$ cat src/rtl/qoi_seg_sequencer.sv
// qoi_seg_sequencer: cuts a camera frame into encoder segments and streams each
// segment's encoder buffer out as a length-prefixed byte stream.
module qoi_seg_sequencer #(
  parameter int SEG_PIXELS = 64,
  parameter int BUF_BYTES  = 320,
  parameter int EN_PERIOD  = 2,
  parameter int FLUSH_LAT  = 2
) (
  input  logic        clk,
  input  logic        rst_n,
  input  logic        sof,
  input  logic        pix_valid,
  input  logic [11:0] pix_rgb,
  input  logic        pix_last,
  output logic        pix_ready,
  output logic        enc_rst_n,
  output logic        enc_en,
  output logic [11:0] enc_rgb,
  input  logic        enc_capped,
  input  logic [8:0]  enc_len,
  output logic [8:0]  rd_idx,
  input  logic [7:0]  rd_byte,
  output logic        out_valid,
  output logic [7:0]  out_data,
  output logic        out_last,
  input  logic        out_ready,
  output logic        frame_done,
  output logic        aborted
);
  localparam int CW = $clog2(SEG_PIXELS + 1);
  localparam int PW = $clog2(EN_PERIOD + 1);
  localparam int FW = $clog2(FLUSH_LAT + 1);
  typedef enum logic [2:0] {IDLE, ERST, FEED, FLUSH, HDR, DRAIN} state_t;
  state_t state, nxt;
  logic [CW-1:0] cnt;
  logic [PW-1:0] phase;
  logic [FW-1:0] fcnt;
  logic [8:0] len, len_sat;
  logic hsel, eof_seen, en_d;
  logic abort, close, hs, acc, done, flush_done;
  always_ff @(posedge clk or negedge rst_n)
    if (!rst_n) state <= IDLE;
    else state <= nxt;
  always_comb begin
    nxt = state;
    case (state)
      IDLE:    nxt = sof ? ERST : IDLE;
      ERST:    nxt = FEED;
      FEED:    nxt = close ? FLUSH : FEED;
      FLUSH:   nxt = flush_done ? HDR : FLUSH;
      HDR:     nxt = done ? (eof_seen ? IDLE : ERST) : (acc && hsel) ? DRAIN : HDR;
      DRAIN:   nxt = done ? (eof_seen ? IDLE : ERST) : DRAIN;
      default: nxt = IDLE;
    endcase
    if (abort) nxt = ERST;
  end
  // The close check runs one cycle after each encoder step so enc_capped reflects that pixel.
  always_comb begin
    abort      = sof && state != IDLE;
    close      = state == FEED && en_d && (cnt == CW'(SEG_PIXELS) || enc_capped || eof_seen);
    pix_ready  = state == FEED && phase == '0 && !close && !sof;
    hs         = pix_valid && pix_ready;
    acc        = out_valid && out_ready;
    done       = acc && out_last;
    flush_done = state == FLUSH && fcnt == FW'(FLUSH_LAT - 1);
    len_sat    = enc_len > 9'(BUF_BYTES) ? 9'(BUF_BYTES) : enc_len;
  end
  always_ff @(posedge clk or negedge rst_n) begin
    if (!rst_n) begin
      enc_rst_n  <= 1'b0;
      enc_en     <= 1'b0;
      enc_rgb    <= '0;
      en_d       <= 1'b0;
      cnt        <= '0;
      phase      <= '0;
      fcnt       <= '0;
      len        <= '0;
      eof_seen   <= 1'b0;
      hsel       <= 1'b0;
      rd_idx     <= '0;
      out_valid  <= 1'b0;
      out_data   <= '0;
      out_last   <= 1'b0;
      frame_done <= 1'b0;
      aborted    <= 1'b0;
    end else begin
      enc_rst_n  <= nxt != ERST;
      enc_en     <= hs;
      en_d       <= enc_en;
      aborted    <= abort;
      frame_done <= done && eof_seen && !abort;
      if (hs) enc_rgb <= pix_rgb;
      if (nxt == ERST) cnt <= '0;
      else if (hs) cnt <= cnt + 1'b1;
      // Phase only leaves 0 on a handshake, so an idle pixel input never builds up a bubble.
      if (state != FEED) phase <= '0;
      else if (hs || phase != '0) phase <= (phase == PW'(EN_PERIOD - 1)) ? '0 : phase + 1'b1;
      fcnt <= (state == FLUSH) ? fcnt + 1'b1 : '0;
      if (flush_done) len <= len_sat;
      if (abort || done) eof_seen <= 1'b0;
      else if (hs) eof_seen <= pix_last;
      // rd_idx leads out_data by one byte because rd_byte is a combinational lookup.
      if (abort) begin
        out_valid <= 1'b0;
        out_last  <= 1'b0;
        hsel      <= 1'b0;
        rd_idx    <= '0;
      end else if (flush_done) begin
        out_valid <= 1'b1;
        out_data  <= {7'b0, len_sat[8]};
        out_last  <= 1'b0;
        hsel      <= 1'b0;
        rd_idx    <= '0;
      end else if (acc) begin
        if (out_last) begin
          out_valid <= 1'b0;
          out_last  <= 1'b0;
        end else if (!hsel) begin
          out_data <= len[7:0];
          out_last <= len == 9'd0;
          hsel     <= 1'b1;
        end else begin
          out_data <= rd_byte;
          out_last <= rd_idx == len - 9'd1;
          rd_idx   <= (rd_idx == len - 9'd1) ? rd_idx : rd_idx + 9'd1;
        end
      end
    end
  end
endmodule

$ cat config.mk
export PLATFORM = sky130hd
export DESIGN_NAME = qoi_seg_sequencer
export DESIGN_NICKNAME = d
export VERILOG_FILES = /design/src/rtl/qoi_seg_sequencer.sv
export SDC_FILE = /design/constraint.sdc
export NUM_CORES = 1
export LEC_CHECK = 0
export ABC_AREA = 1
export CAP_MARGIN = 25
export CORE_MARGIN = 5
export CORE_UTILIZATION = 40
export CTS_BUF_LIST = sky130_fd_sc_hd__clkbuf_4 sky130_fd_sc_hd__clkbuf_8
export CTS_CLUSTER_SIZE = 30
export DETAILED_ROUTE_END_ITERATION = 8
export PLACE_DENSITY_LB_ADDON = 0.12
export SYNTH_ARGS = -nofsm -noshare
export SYNTH_HDL_FRONTEND = slang
export SYNTH_SLANG_ARGS = --single-unit
$ cat constraint.sdc
create_clock -name clk -period 2.55 [get_ports clk]
set_clock_uncertainty 0.15 [all_clocks]
set_input_delay 0.3825 -clock clk [delete_from_list [all_inputs] [get_ports clk]]
set_output_delay 0.3825 -clock clk [all_outputs]
set_load 0.01 [all_outputs]
==> results of run 1 <==
## layout make-up
cell class | instances | area [µm²] | share of cell area (%)
flip-flops and latches | 61 | 1530 | 35.8
multi-input cells | 295 | 1460 | 34.2
repair buffers | 75 | 753 | 17.7
inverters | 53 | 199 | 4.67
clock buffers | 11 | 145 | 3.41
well taps | 102 | 128 | 3.00
clock inverters | 5 | 50.0 | 1.17
## final timing paths
check / from / endpoint
worst max-delay path: cnt[0] / pix_ready
worst min-delay path: enc_en / en_d
worst max register to register: len[0] / rd_idx[8]
worst min register to register: enc_en / en_d
max in group asynchronous: rst_n / fcnt[1]
min in group asynchronous: rst_n / rd_idx[0]
## sequential cells by signal (all words and copies together), names as in the netlist
| signal | count |
|---|---|
| phase | 2 |
| cnt | 7 |
| fcnt | 2 |
| frame_done | 1 |
| en_d | 1 |
| len | 9 |
| enc_rgb | 12 |
| aborted | 1 |
| enc_rst_n | 1 |
| state | 3 |
| out_data | 8 |
| eof_seen | 1 |
| hsel | 1 |
| enc_en | 1 |
| out_last | 1 |
| rd_idx | 9 |
| out_valid | 1 |
## per-stage QoR
stage	cells	utilization, %
after floorplan	417	-
after global placement	585	51.9
after detailed placement	585	51.9
after CTS	602	54.5
after global routing	602	54.6
final	602	54.6
## timing repair
item,4_1_cts,5_1_grt
gates resized for setup,1,1
hold buffers,1,0
hold endpoints to repair,14,0
endpoints found under the setup margin,1,1
## logic make-up after synthesis
family / synth area share [%]
xor gates and xnor gates: 3.51
DFF: 47.1
and+or+nand+nor: 31.6
buffers and inverters: 7.84
adders and majority gates: 1.93
AOI/OAI and AO/OA: 8.03
## cell usage in the layout, fill, tap and decap left out, types with 2 or more instances in the layout
master	netlist	final
nor4_1	2	2
dfrtp_1	61	61
o21ai_1	2	3
nand3_1	40	40
o21ai_0	29	28
clkinv_2	0	4
clkdlybuf4s50_1	0	69
nand2_1	123	123
ha_1	5	5
nand2_2	4	4
a22oi_1	2	2
a21oi_1	7	7
nor2_1	35	35
buf_4	2	2
clkbuf_8	0	10
inv_1	48	48
nand4_1	4	4
nor3_1	11	11
xor2_1	12	12
nor2_4	2	2
inv_2	4	4
nand2_4	2	2
## metal layers
metal / vias to the layer above / global-route usage (%) / wire length [µm]
li1: 1487 / - / -
met1: 1340 / 20.6 / 3430
met2: 64 / 27.7 / 3910
met3: 6 / 5.35 / 474
met4: 0 / 4.66 / 65
met5: - / 0 / 0
## power breakdown
part           total, W  internal, W  switching (W)
logic           0.00169     0.000743       0.000949
clock network  0.000866     0.000482       0.000383
registers       0.00151      0.00126       0.000250
==> summary.txt, run 1 <==
IO Port Bufs - 71
Postcts setup bufs - 0
Avg Synthesized Cell Area - 7.77 µm²
Number of clock sinks - 61
Clock root cell - clkbuf_8
CP top delay family - flip-flops
Slowest cell on the critical path - dfrtp_1
Synth warn - 0
Die width - 100 µm
Yosys reg bits - 61
Average wire per standard cell - 13.1 µm
Worst path max stage delay - 0.41 ns
Worst VDD drop - 0.554 mV
First-pass GRT wire length - 13.3 mm
Detailed Route WL - 7.87 mm
Mapped cell area - 3240 µm²
Placement Cell Area - 4050 µm²
Total CTS buffers - 9
Antenna violations before repair - 0
PD cells - 956 nW/µm²
Worst r2r path cells - 13
Filler cells - 748
P_leak - 2.10 nW
Critical path arrival - 1.65 ns
Asr flop ratio synth - 100%
Levels on crit path - 8
Via count - 2897
Rows - 32
Hold Crit Class - flip-flop to flip-flop
CP Class - flip-flop to primary output
WHS - 0.233 ns
Post-synth EDFFs - 0
Post-synth cell types - 38
IO Count - 72
Mapped Cells - 417
Number of global-route vias before repair - 2841
Top post-synthesis cells by area - dfrtp_1 (47%), nand2_1 (14%), nand3_1 (6.2%), inv_1 (5.6%), o21ai_0 (4.5%)
Worst skew pair latency - 0.34 ns
DIE AREA - 10000 µm²
Share of post-route cells with drive strength above 1 - 7.80%
Critical Path RT - 2.02 ns
Post-placement setup slack - 0.223 ns
Worst-margin pin slew - 0.596 ns
Startpoint Class - flip-flop
Worst R2R Setup Slack - 0.40 ns
Count leader, synth - nand2_1
Post-layout min period - 2.19 ns
Total grt overflow - 0
Commonest cells in the synthesized netlist - nand2_1 (123), dfrtp_1 (61), inv_1 (48)
Total Power - 0.00407 W
Largest net degree at the start of global routing - 48
DRC - 0
DR pass1 iterations - 5
Setup TNS - 0 ns
Total Nets Final - 536
Slew headroom - 60.1%
GPL Wtd Cong - 0.837
Ys flop type - dfrtp_1
ANT cells - 0
Status - completed
Post-synthesis sequential area ratio - 47.1%
Core area - 7810 µm²
DR iter-0 viols - 83
Cell taking the most area after synthesis - dfrtp_1
Maxcap violations - 0
H-tree levels - 3
Overall routing resource usage - 16.6%
Area growth from synthesis to layout - 31.5%
Hold Fails Final Rpt - 0
Worst setup margin - 0.365 ns
Critical-path maximum fanout - 4
Final setup viols - 0
RSZ-0062 raised after global routing - false
Worst setup EP type - primary output
Post-DP HPWL - 5.86 mm
CTS tree - done
DR vias/cell - 4.81
Syn nets - 458
Sequence of cells on the critical path - inv_1 -> ha_1 -> nand3_1 -> o21ai_1 -> nand3_1 -> nand2_2 -> inv_1 -> dlymetal6s2s_1
Synth top area share - 47.1%
Buf+Inv Stages, Crit Path - 3
Peak Freq - 0.458 GHz
Initial Util - 41.5%
Clk buf depth - 2
Cell area after layout - 4260 µm²
Die Ht - 100 µm
Final worst path period share - 85.7%
Detail Route Antenna Nets - 0
Max-slew violations - 0
Clock slew at reported path FFs - 0.07 ns
Worst Hold Depth - 0
No activity file was read; power rests on OpenSTA's default activity.
==> run 2, diff against run 1 <==
--- a/config.mk
+++ b/config.mk
@@ -13,6 +13,7 @@
 export CTS_CLUSTER_SIZE = 30
 export DETAILED_ROUTE_END_ITERATION = 8
 export PLACE_DENSITY_LB_ADDON = 0.12
+export SLEW_MARGIN = 15
 export SYNTH_ARGS = -nofsm -noshare
 export SYNTH_HDL_FRONTEND = slang
 export SYNTH_SLANG_ARGS = --single-unit
==> results of run 2 <==
No change in the layout: final DEF, timing and power equal those of run 1.
